### src/rtl/kronos_hcu_pkg.sv
// Shared types for the Kronos hazard control unit: ALU result selects and the
// pipeline slot record tracked for the EX and WB stages.
package kronos_hcu_pkg;

  typedef enum logic [2:0] {
    ALU_ADDER = 3'd0,
    ALU_AND   = 3'd1,
    ALU_OR    = 3'd2,
    ALU_XOR   = 3'd3,
    ALU_LT    = 3'd4,
    ALU_SHIFT = 3'd5
  } aluSel_e;

  typedef struct packed {
    logic       vld;
    logic [4:0] rd;
    logic       rd_write;
  } hcuSlot_t;

  // x0 is hardwired to zero, so a write to it never creates a dependency
  function automatic logic slotHit(input hcuSlot_t slot, input logic rsRead,
                                   input logic [4:0] rs);
    return rsRead && (rs != 5'd0) && slot.vld && slot.rd_write && (slot.rd == rs);
  endfunction

endpackage

### src/rtl/kronos_hcu_hazard.sv
// Per-operand read-after-write check against the EX and WB slots.
// Returns {stall, fwd}; forwarding only exists when KRONOS_HCU_FWD_EN is defined.
module kronos_hcu_hazard
  import kronos_hcu_pkg::*;
(
  input  logic       rs_read_i,
  input  logic [4:0] rs_i,
  input  hcuSlot_t   ex_slot_i,
  input  hcuSlot_t   wb_slot_i,
  output logic [1:0] hazard_o
);

  logic exHit;
  logic wbHit;

  assign exHit = slotHit(ex_slot_i, rs_read_i, rs_i);
  assign wbHit = slotHit(wb_slot_i, rs_read_i, rs_i);

`ifdef KRONOS_HCU_FWD_EN
  // The EX result is not ready yet, so an EX hit wins over forwarding
  assign hazard_o = {exHit, wbHit & ~exHit};
`else
  // Without a bypass, wait for the register file write at the end of WB
  assign hazard_o = {exHit | wbHit, 1'b0};
`endif

endmodule

### src/rtl/kronos_hcu.sv
// Hazard control unit: gates decode acceptance, sequences EX (incl. serial shift)
// and retires through a one-cycle WB slot. Operand forwarding via KRONOS_HCU_FWD_EN.
module kronos_hcu
  import kronos_hcu_pkg::*;
(
  input  logic       clk,
  input  logic       rst,
  input  logic       decode_vld,
  output logic       decode_rdy,
  input  logic       decode_rs1_read,
  input  logic       decode_rs2_read,
  input  logic [4:0] decode_rs1,
  input  logic [4:0] decode_rs2,
  input  logic [4:0] decode_rd,
  input  logic       decode_rd_write,
  input  logic [2:0] decode_sel,
  input  logic [4:0] decode_shamt,
  input  logic       flush,
  output logic       ex_start,
  output logic       ex_step,
  output logic       ex_done,
  output logic       fwd_op1,
  output logic       fwd_op2,
  output logic       wb_en,
  output logic [4:0] wb_rd,
  output logic       busy
);

  hcuSlot_t   exSlot_q, exSlot_d;
  hcuSlot_t   wbSlot_q, wbSlot_d;
  logic [4:0] shiftCnt_q, shiftCnt_d;
  logic [1:0] hazRs1, hazRs2;
  logic       stall;
  logic       accept;

  kronos_hcu_hazard u_haz_rs1 (
    .rs_read_i (decode_rs1_read),
    .rs_i      (decode_rs1),
    .ex_slot_i (exSlot_q),
    .wb_slot_i (wbSlot_q),
    .hazard_o  (hazRs1)
  );

  kronos_hcu_hazard u_haz_rs2 (
    .rs_read_i (decode_rs2_read),
    .rs_i      (decode_rs2),
    .ex_slot_i (exSlot_q),
    .wb_slot_i (wbSlot_q),
    .hazard_o  (hazRs2)
  );

  assign stall = hazRs1[1] | hazRs2[1];

  // A flush kills the EX slot outright, so it can neither step nor complete
  assign ex_done    = exSlot_q.vld & (shiftCnt_q == 5'd0) & ~flush;
  assign ex_step    = exSlot_q.vld & (shiftCnt_q != 5'd0) & ~flush;
  assign decode_rdy = ~rst & ~flush & (~exSlot_q.vld | ex_done) & ~stall;
  assign accept     = decode_vld & decode_rdy;
  assign ex_start   = accept;

  assign fwd_op1 = ~rst & hazRs1[0];
  assign fwd_op2 = ~rst & hazRs2[0];
  assign wb_en   = wbSlot_q.vld & wbSlot_q.rd_write;
  assign wb_rd   = wbSlot_q.vld ? wbSlot_q.rd : 5'd0;
  assign busy    = exSlot_q.vld | wbSlot_q.vld;

  always_comb begin
    exSlot_d   = exSlot_q;
    shiftCnt_d = shiftCnt_q;
    wbSlot_d   = '0;
    if (ex_done) wbSlot_d = exSlot_q;
    if (flush) begin
      exSlot_d   = '0;
      shiftCnt_d = 5'd0;
    end else if (accept) begin
      exSlot_d.vld      = 1'b1;
      exSlot_d.rd       = decode_rd;
      exSlot_d.rd_write = decode_rd_write;
      shiftCnt_d        = (decode_sel == ALU_SHIFT) ? decode_shamt : 5'd0;
    end else if (ex_done) begin
      exSlot_d = '0;
    end else if (ex_step) begin
      shiftCnt_d = shiftCnt_q - 5'd1;
    end
  end

  always_ff @(posedge clk or posedge rst) begin
    if (rst) begin
      exSlot_q   <= '0;
      wbSlot_q   <= '0;
      shiftCnt_q <= 5'd0;
    end else begin
      exSlot_q   <= exSlot_d;
      wbSlot_q   <= wbSlot_d;
      shiftCnt_q <= shiftCnt_d;
    end
  end

endmodule
### config.mk
export PLATFORM = sky130hd
export DESIGN_NAME = kronos_hcu
export DESIGN_NICKNAME = d
export VERILOG_FILES = /design/src/rtl/kronos_hcu_pkg.sv /design/src/rtl/kronos_hcu_hazard.sv /design/src/rtl/kronos_hcu.sv
export SDC_FILE = /design/constraint.sdc
export NUM_CORES = 1
export LEC_CHECK = 0
export ABC_AREA = 1
export BUFFER_PORTS_ARGS = -buffer_cell sky130_fd_sc_hd__buf_2
export CAP_MARGIN = 30
export CORE_MARGIN = 3
export CORE_UTILIZATION = 50
export CTS_BUF_LIST = sky130_fd_sc_hd__clkbuf_16
export DETAILED_ROUTE_END_ITERATION = 10
export GPL_ROUTABILITY_DRIVEN = 0
export HOLD_SLACK_MARGIN = 0.02
export PLACE_DENSITY = 0.85
export SLEW_MARGIN = 20
export SYNTH_ARGS = -nofsm -noshare
export SYNTH_HDL_FRONTEND = slang
export SYNTH_SLANG_ARGS = --single-unit
export TNS_END_PERCENT = 100
### constraint.sdc
create_clock -name clk -period 2.95 [get_ports clk]
set_input_delay 0.59 -clock clk [delete_from_list [all_inputs] [get_ports clk]]
set_output_delay 0.59 -clock clk [all_outputs]
set_load 0.02 [all_outputs]
==> summary.md, run 1 <==
| Metric | Value |
|---|---|
| Die width | `60.2 um` |
| Final hold violations | `0` |
| Hold buffer count at CTS | `0` |
| Layout net count | `310` |
| Max-slew headroom at the worst pin | `0.520` |
| Total gr overflow | `0` |
| Area of the multi-input gates | `about 800 um2` |
| Setup bufs post-CTS | `0` |
| Transition time at the pin with the least slew margin | `0.720 ns` |
| Number of flops mapped to enable cells by yosys | `0` |
| Total area of sequential cells | `475 um2` |
| Max-slew violations | `0` |
| Power after layout | `0.870 mW` |
| Count of different cell masters after synthesis | `29` |
| Kind of start point of the critical path | `flip-flop` |
| Synth Flop Type | `dfrtp_1` |
| Fraction of synthesis flops using an asynchronous set or reset pin | `1.00` |
| Worst clock skew | `~0.0044 ns` |
| Aggregate routed wire length | `3320 um` |
| Number of global-route vias before repair | `1,329` |
| Endpoint class of the critical path | `output pin` |
| Part of the cycle the worst path needs | `0.867` |
| Lkg Pwr | `1.11 nW` |
| Initial cell density of the core | `0.529` |
| Deepest clock path buffer count | `2` |
| Worst path arrival time | `1.97 ns` |
| Master cell of the clock root buffer | `clkbuf_16` |
| Cell row count | `19` |
| Wire length of the first global-routing pass | `5620 um` |
| CTS buffer count | `3` |
| Vert. Die Dim | `60.2 um` |
| Number of ports placed on the die boundary | `43` |
| Number of register bits inferred by synthesis | `19` |
| Clock slew at the register clock pins of the worst setup and hold paths | `0.06 ns` |
| Final Critical Period | `2.56 ns` |
| VDD IR-drop max | `between 0.4 and 0.5 mV` |
| Crit-path max FO | `10` |
| CTS sink count | `19` |
| Aggregate global-route resource usage | `0.209` |
| Routed via count | `about 1,500` |
| Sequential area share after synthesis | `0.323` |
| Length of the first detailed-routing pass in iterations | `4` |
| Number of filler instances in the final layout | `256` |
| Initial antenna violation count | `0` |
| Setup repair after global routing missed its margin | `no` |
| DRT iter0 DRCs | `88` |
| Required time reported for the critical path endpoint | `approximately 2.4 ns` |
| Maximum clock frequency | `about 400 MHz` |
| Share of post-route cells with drive strength above 1 | `0.249` |
| Clk_lat worst skew | `0.25 ns` |
| Floorplan core area | `2780 um2` |
| Setup CP Type | `reg2out` |
| Drt via density | `about 4.8` |
| Number of remaining DRC errors | `0` |
| Synth Cell Area | `1470 um2` |
| Half-perimeter wire length of the detailed placement result | `2740 um` |
| Maximum level of the CTS H-tree | `1` |
| Syn-to-layout area delta | `21.1%` |
| Yosys warning count | `0` |
| Port Buffer Count | `40` |
| Maximum number of pins on one net before global-route repair | `20` |
| Total power divided by cell area | `roughly 490 nW/um2` |
| Quantity of gates resized following cts | `0` |
| Setup TNS | `0 ns` |
| Max Cap Viol | `0` |
| Worst min-delay path category | `in2async` |
| Antenna fix cells | `0` |
| Die area | `3630 um2` |
| Clock tree from TritonCTS | `yes` |
| Number of nets with antenna violations after routing | `0` |
| Detailed-route wire length per cell | `~11 um` |
| Average cell area after synthesis | `6.29 um2` |
| Gate count after technology mapping | `between 200 and 250` |
| Final setup violation count | `0` |
| Result of the run | `complete, no violations` |
state kept, by name, summed over array words and instances (netlist names):
name        flops
exSlot_q        7
shiftCnt_q      5
wbSlot_q        7
report_power, final:
group / total (mW) / internal [mW] / leakage, nW / switching (mW)
logic: 0.262 / 0.102 / 0.816 / 0.160
registers: 0.325 / 0.293 / 0.257 / 0.0326
clock network: 0.283 / 0.183 / 0.0371 / 0.100
routing by layer:
layer / GRT usage / part of all wire / vias to the layer above / wire [um]
met4: 0.0728 / 0.013 / 0 / 43
met2: 0.307 / 0.46 / 40 / 1520
li1: - / - / 785 / -
met1: 0.308 / 0.48 / 660 / 1600
met3: 0.0324 / 0.051 / 4 / 168
met5: 0 / 0 / - / 0
layout by cell type (no fill, tap or decap), drive strengths merged:
cell / Yosys / routed
nand3b: 2 / 2
ha: 2 / 2
clkbuf: 0 / 3
dfrtp: 19 / 19
a22oi: 1 / 1
a21oi: 1 / 1
and2: 1 / 1
nand3: 14 / 14
conb: 1 / 2
clkinvlp: 0 / 1
inv: 47 / 47
buf: 2 / 40
o21ai: 6 / 6
or2: 1 / 1
clkinv: 2 / 2
nand2: 96 / 96
nand4: 7 / 7
xor2: 4 / 4
nor3: 1 / 1
nor2: 27 / 27
Yosys cell counts, types with 2 or more instances:
cell | number | area [um2]
buf_4 | 2 | 15.0
nand2_2 | 4 | 25.0
o21ai_0 | 4 | 20.0
xor2_1 | 4 | 35.0
nand4_1 | 6 | 37.5
nor2_1 | 25 | 93.8
inv_2 | 10 | 37.5
nand3b_1 | 2 | 15.0
nand2_1 | 90 | 338
dfrtp_1 | 19 | 475
ha_1 | 2 | 25.0
nand2_4 | 2 | 22.5
inv_1 | 36 | 135
o21ai_1 | 2 | 10.0
nand3_1 | 12 | 60.1
area by class of cell:
cell class | instances | area share
Sequential cell | 19 | 0.267
Clock buffer | 3 | 0.0421
Tap cell | 31 | 0.0218
Clock inverter | 1 | 0.00421
Inverter | 49 | 0.105
Timing Repair Buffer | 40 | 0.112
Multi-Input combinational cell | 165 | 0.447
metrics by stage:
stage | hold slack (ns) | utilization | cells | worst slack [ns] | cell area [um2]
detailed placement | 0.483 | 0.611 | 304 | 0.553 | 1700
floorplan | 0.449 | - | 235 | 0.957 | 1480
global route | 0.537 | 0.641 | 308 | 0.235 | 1780
CTS | 0.495 | 0.641 | 308 | 0.386 | 1780
global placement | 0.465 | 0.611 | 304 | 0.585 | 1700
finish | 0.487 | 0.641 | 308 | 0.392 | 1780
cell families after synthesis:
group / Yosys count / synth area share
buffers and inverters: 51 / 0.138
other: 1 / 0.00255
flip-flops: 19 / 0.323
XOR/XNOR: 4 / 0.0238
adder cells (fa/ha/maj): 2 / 0.0170
AND/OR/NAND/NOR: 149 / 0.467
AO/OA/AOI/OAI: 8 / 0.0289
worst max-delay path, cell delays in order, from the launching register on:
cell	delay, ns
dfrtp_1	0.39
inv_1	0.12
ha_1	0.16
nand3_1	0.08
nor2_2	0.10
nor2_1	0.10
nor3_4	0.19
nand4_4	0.25
inv_4	0.15
buf_2	0.17
path summary, 6_finish.rpt:
path                                     from       endpoint  slack, ns  depth (start not counted)
max in group asynchronous                 rst    wbSlot_q[5]       2.01                          2
min in group clk                shiftCnt_q[0]  shiftCnt_q[0]       0.50                          2
worst min-delay path                      rst    exSlot_q[6]       0.49                          2
worst min register to register  shiftCnt_q[0]  shiftCnt_q[0]       0.50                          2
worst max register to register  shiftCnt_q[0]  shiftCnt_q[1]       1.11                         11
worst max-delay path            shiftCnt_q[0]       ex_start       0.39                          9
Power figures use the tool's default switching activity.
==> run 2, diff against run 1 <==
--- a/config.mk
+++ b/config.mk
@@ -5,7 +5,6 @@
 export SDC_FILE = /design/constraint.sdc
 export NUM_CORES = 1
 export LEC_CHECK = 0
-export ABC_AREA = 1
 export BUFFER_PORTS_ARGS = -buffer_cell sky130_fd_sc_hd__buf_2
 export CAP_MARGIN = 30
 export CORE_MARGIN = 3
@@ -14,7 +13,7 @@
 export DETAILED_ROUTE_END_ITERATION = 10
 export GPL_ROUTABILITY_DRIVEN = 0
 export HOLD_SLACK_MARGIN = 0.02
-export PLACE_DENSITY = 0.85
+export PLACE_DENSITY = 0.87
 export SLEW_MARGIN = 20
 export SYNTH_ARGS = -nofsm -noshare
 export SYNTH_HDL_FRONTEND = slang
==> run 2 against run 1 <==
Net effect:
- largest power group unchanged
- non-clock buffer count increased by 3
- clock power decreased by 7.1%
- synthesized cell count decreased by 43%
- design area decreased by 12%
- global-route usage decreased by 3.0 points
- total power decreased by 25%
- first-iteration DRC count decreased by 68%
- largest cell class unchanged
- sequential share of layout area increased by 3.8 points
- critical endpoint unchanged
==> summary.md, run 2 <==
| Metric | Value |
|---|---|
| Detailed-route wire length per cell | `13.2 um (was 10.8 um)` |
| Setup bufs post-CTS | `0 (unchanged)` |
| Clk_lat worst skew | `0.24 ns (was 0.25 ns)` |
| Total gr overflow | `0 (unchanged)` |
| Max-slew violations | `0 (unchanged)` |
| Routed via count | `1,084 (was 1,489)` |
| Fraction of synthesis flops using an asynchronous set or reset pin | `1.00 (unchanged)` |
| Multiplexer share of the synthesized area | `0.0872 (was 0)` |
| Most frequent standard cell in the layout excluding fill and tap cells | `buf_2 (was nand2_1)` |
| Hold buffer count at CTS | `0 (unchanged)` |
| Share of post-route cells with drive strength above 1 | `0.295 (was 0.249)` |
| CTS sink count | `19 (unchanged)` |
| Worst clock skew | `0.00152 ns (was 0.00442 ns)` |
| Number of remaining DRC errors | `0 (unchanged)` |
| Wire length of the first global-routing pass | `4570 um (was 5620 um)` |
| Die width | `56.3 um (was 60.2 um)` |
| Quantity of gates resized following cts | `0 (unchanged)` |
| Area after DPL | `1480 um2 (was 1700 um2)` |
| Number of nets with antenna violations after routing | `0 (unchanged)` |
| Lkg Pwr | `0.835 nW (was 1.11 nW)` |
| Worst hold slack | `0.400 ns (was 0.487 ns)` |
| Syn-to-layout area delta | `23.7% (was 21.1%)` |
| Required time reported for the critical path endpoint | `2.36 ns (about the same)` |
| Drt via density | `5.31 (was 4.83)` |
| Average cell area after synthesis | `9.49 um2 (was 6.29 um2)` |
| Met1 routing resource usage after global routing | `0.212 (was 0.308)` |
| Maximum clock frequency | `378 MHz (was 391 MHz)` |
| Cell row count | `17 (was 19)` |
| Worst path arrival time | `2.06 ns (was 1.97 ns)` |
| Sequential area share after synthesis | `0.377 (was 0.323)` |
| Clock slew at the register clock pins of the worst setup and hold paths | `0.05 ns (was 0.06 ns)` |
| VDD IR-drop max | `0.330 mV (was 0.438 mV)` |
| Number of ports placed on the die boundary | `43 (unchanged)` |
| Layout net count | `209 (was 310)` |
| Setup repair after global routing missed its margin | `no (unchanged)` |
| Result of the run | `complete, no violations (unchanged)` |
| Yosys warning count | `0 (unchanged)` |
| Endpoint class of the critical path | `output pin (unchanged)` |
| Maximum level of the CTS H-tree | `1 (unchanged)` |
| Final Cell Area | `1560 um2 (was 1780 um2)` |
| Maximum number of pins on one net before global-route repair | `20 (unchanged)` |
| Aggregate routed wire length | `2690 um (was 3320 um)` |
| Half-perimeter wire length of the detailed placement result | `2180 um (was 2740 um)` |
| Length of the first detailed-routing pass in iterations | `4 (unchanged)` |
| Count of different cell masters after synthesis | `29 (unchanged)` |
| Initial antenna violation count | `0 (unchanged)` |
| Top library cells by usage in the layout, fill and taps aside | `buf_2, xor2_1, dfrtp_1, nand2_1 (was nand2_1, buf_2, inv_1, nor2_1, dfrtp_1)` |
| Max Cap Viol | `0 (unchanged)` |
| Synth top area share | `0.377 (was 0.323)` |
| Synth Cell Area | `1260 um2 (was 1470 um2)` |
| Compound-gate portion of the synthesized area | `0.0446 (was 0.0289)` |
| Part of the cycle the worst path needs | `0.897 (was 0.867)` |
| Area share of and/or/nand/nor cells after synthesis | `0.247 (was 0.467)` |
| Gate count after technology mapping | `133 (was 234)` |
| Setup TNS | `0 ns (unchanged)` |
| Clock tree from TritonCTS | `yes (unchanged)` |
| Leading cell types by count after synthesis | `xor2_1, dfrtp_1, nand2_1 (was nand2_1, inv_1, nor2_1)` |
| Setup CP Type | `reg2out (unchanged)` |
| Number of filler instances in the final layout | `199 (was 256)` |
| Vert. Die Dim | `56.3 um (was 60.2 um)` |
| Total power divided by cell area | `417 nW/um2 (was 489 nW/um2)` |
| Deepest clock path buffer count | `2 (unchanged)` |
| Main combinational cell family by area after synthesis | `simple AND/OR/NAND/NOR gates (unchanged)` |
| Area share of fa/ha/maj cells after synthesis | `0.0198 (was 0.0170)` |
| Number of placed instances with taps included | `200 (was 304)` |
| Worst min-delay path category | `in2async (unchanged)` |
| Crit-path max FO | `7 (was 10)` |
| Fraction of synthesized cell area in xor and xnor cells | `0.160 (was 0.0238)` |
| Highest-utilization routing layer at the global route stage | `met2 (was met1)` |
| Initial cell density of the core | `0.550 (was 0.529)` |
| Aggregate global-route resource usage | `0.179 (was 0.209)` |
| Synth Flop Type | `dfrtp_1 (unchanged)` |
| Final setup violation count | `0 (unchanged)` |
| CTS buffer count | `3 (unchanged)` |
| Number of global-route vias before repair | `1,102 (was 1,329)` |
| Number of flops mapped to enable cells by yosys | `0 (unchanged)` |
| Number of register bits inferred by synthesis | `19 (unchanged)` |
| Power after layout | `0.651 mW (was 0.870 mW)` |
| Most area-consuming cells after synthesis | `dfrtp_1, xor2_1, mux2i_1 (was dfrtp_1, nand2_1, inv_1)` |
| DRT iter0 DRCs | `28 (was 88)` |
| Met2 layer usage reported by global route | `0.319 (was 0.307)` |
| Port Buffer Count | `40 (unchanged)` |
| Biggest regs | `exSlot_q (7), wbSlot_q (7), shiftCnt_q (5) (unchanged)` |
| Antenna fix cells | `0 (unchanged)` |
| Biggest area consumer among synthesized cells | `dfrtp_1 (unchanged)` |
| Most repeated cell in the gate-level netlist after synthesis | `xor2_1 (was nand2_1)` |
| Final Critical Period | `2.65 ns (was 2.56 ns)` |
| Master cell of the clock root buffer | `clkbuf_16 (unchanged)` |
| Final hold violations | `0 (unchanged)` |
| Kind of start point of the critical path | `flip-flop (unchanged)` |
| Die area | `3160 um2 (was 3630 um2)` |
| Floorplan core area | `2300 um2 (was 2780 um2)` |
| Non-filler cells in the finished layout | `204 (was 308)` |
| Met3 demand-to-capacity share in global routing | `0.0207 (was 0.0324)` |
==> run 2: cell families after synthesis <==
logic type,Yosys count
AND/OR/NAND/NOR,54
buffers and inverters,15
AO/OA/AOI/OAI,8
XOR/XNOR,23
adder cells (fa/ha/maj),2
multiplexers,11
other,1
flip-flops,19
==> run 2: layout make-up <==
cell class / count / area (um2) / area share
multi-input combinational: 100 / 712 / 0.456
sequential: 19 / 475 / 0.304
timing repair buffer: 43 / 223 / 0.143
clock buffer: 3 / 75.1 / 0.0481
inverter: 10 / 37.5 / 0.0240
tap: 28 / 35.0 / 0.0224
clock inverter: 1 / 3.75 / 0.00240
==> run 2: stage by stage <==
stage | setup slack [ns] | util
6_report | 0.303 | 0.680
5_1_grt | 0.176 | 0.680
4_1_cts | 0.279 | 0.680
3_5_place_dp | 0.321 | 0.645
3_3_place_gp | 0.362 | 0.645
2_1_floorplan | 0.325 | -
==> run 2: path summary, 6_finish.rpt <==
| kind | from | endpoint | slack [ns] | cells after the start |
|---|---|---|---|---|
| max in group asynchronous | rst | wbSlot_q[5] | 2.35 | 3 |
| worst min register to register | exSlot_q[0] | wbSlot_q[0] | 0.53 | 1 |
| worst max register to register | shiftCnt_q[0] | exSlot_q[1] | 0.77 | 7 |
| worst min-delay path | rst | shiftCnt_q[0] | 0.40 | 3 |
| min in group clk | exSlot_q[0] | wbSlot_q[0] | 0.53 | 1 |
| worst max-delay path | shiftCnt_q[0] | ex_start | 0.30 | 6 |
==> run 2: power breakdown <==
part / internal (mW) / switching [mW]
logic: 0.0492 / 0.0570
registers: 0.271 / 0.0117
clock network: 0.180 / 0.0830
total: 0.499 / 0.152
==> run 2: layer usage <==
layer,vias to the layer above,wire length [um]
li1,523,-
met1,505,1080
met2,46,1320
met3,10,209
met4,0,78
met5,-,0
==> run 2: worst max-delay path, cell delays in order (launching register included) <==
cell	delay (ns)
dfrtp_1	0.38
inv_1	0.11
ha_1	0.16
or4b_4	0.49
and2_4	0.21
nor4_4	0.26
buf_2	0.20
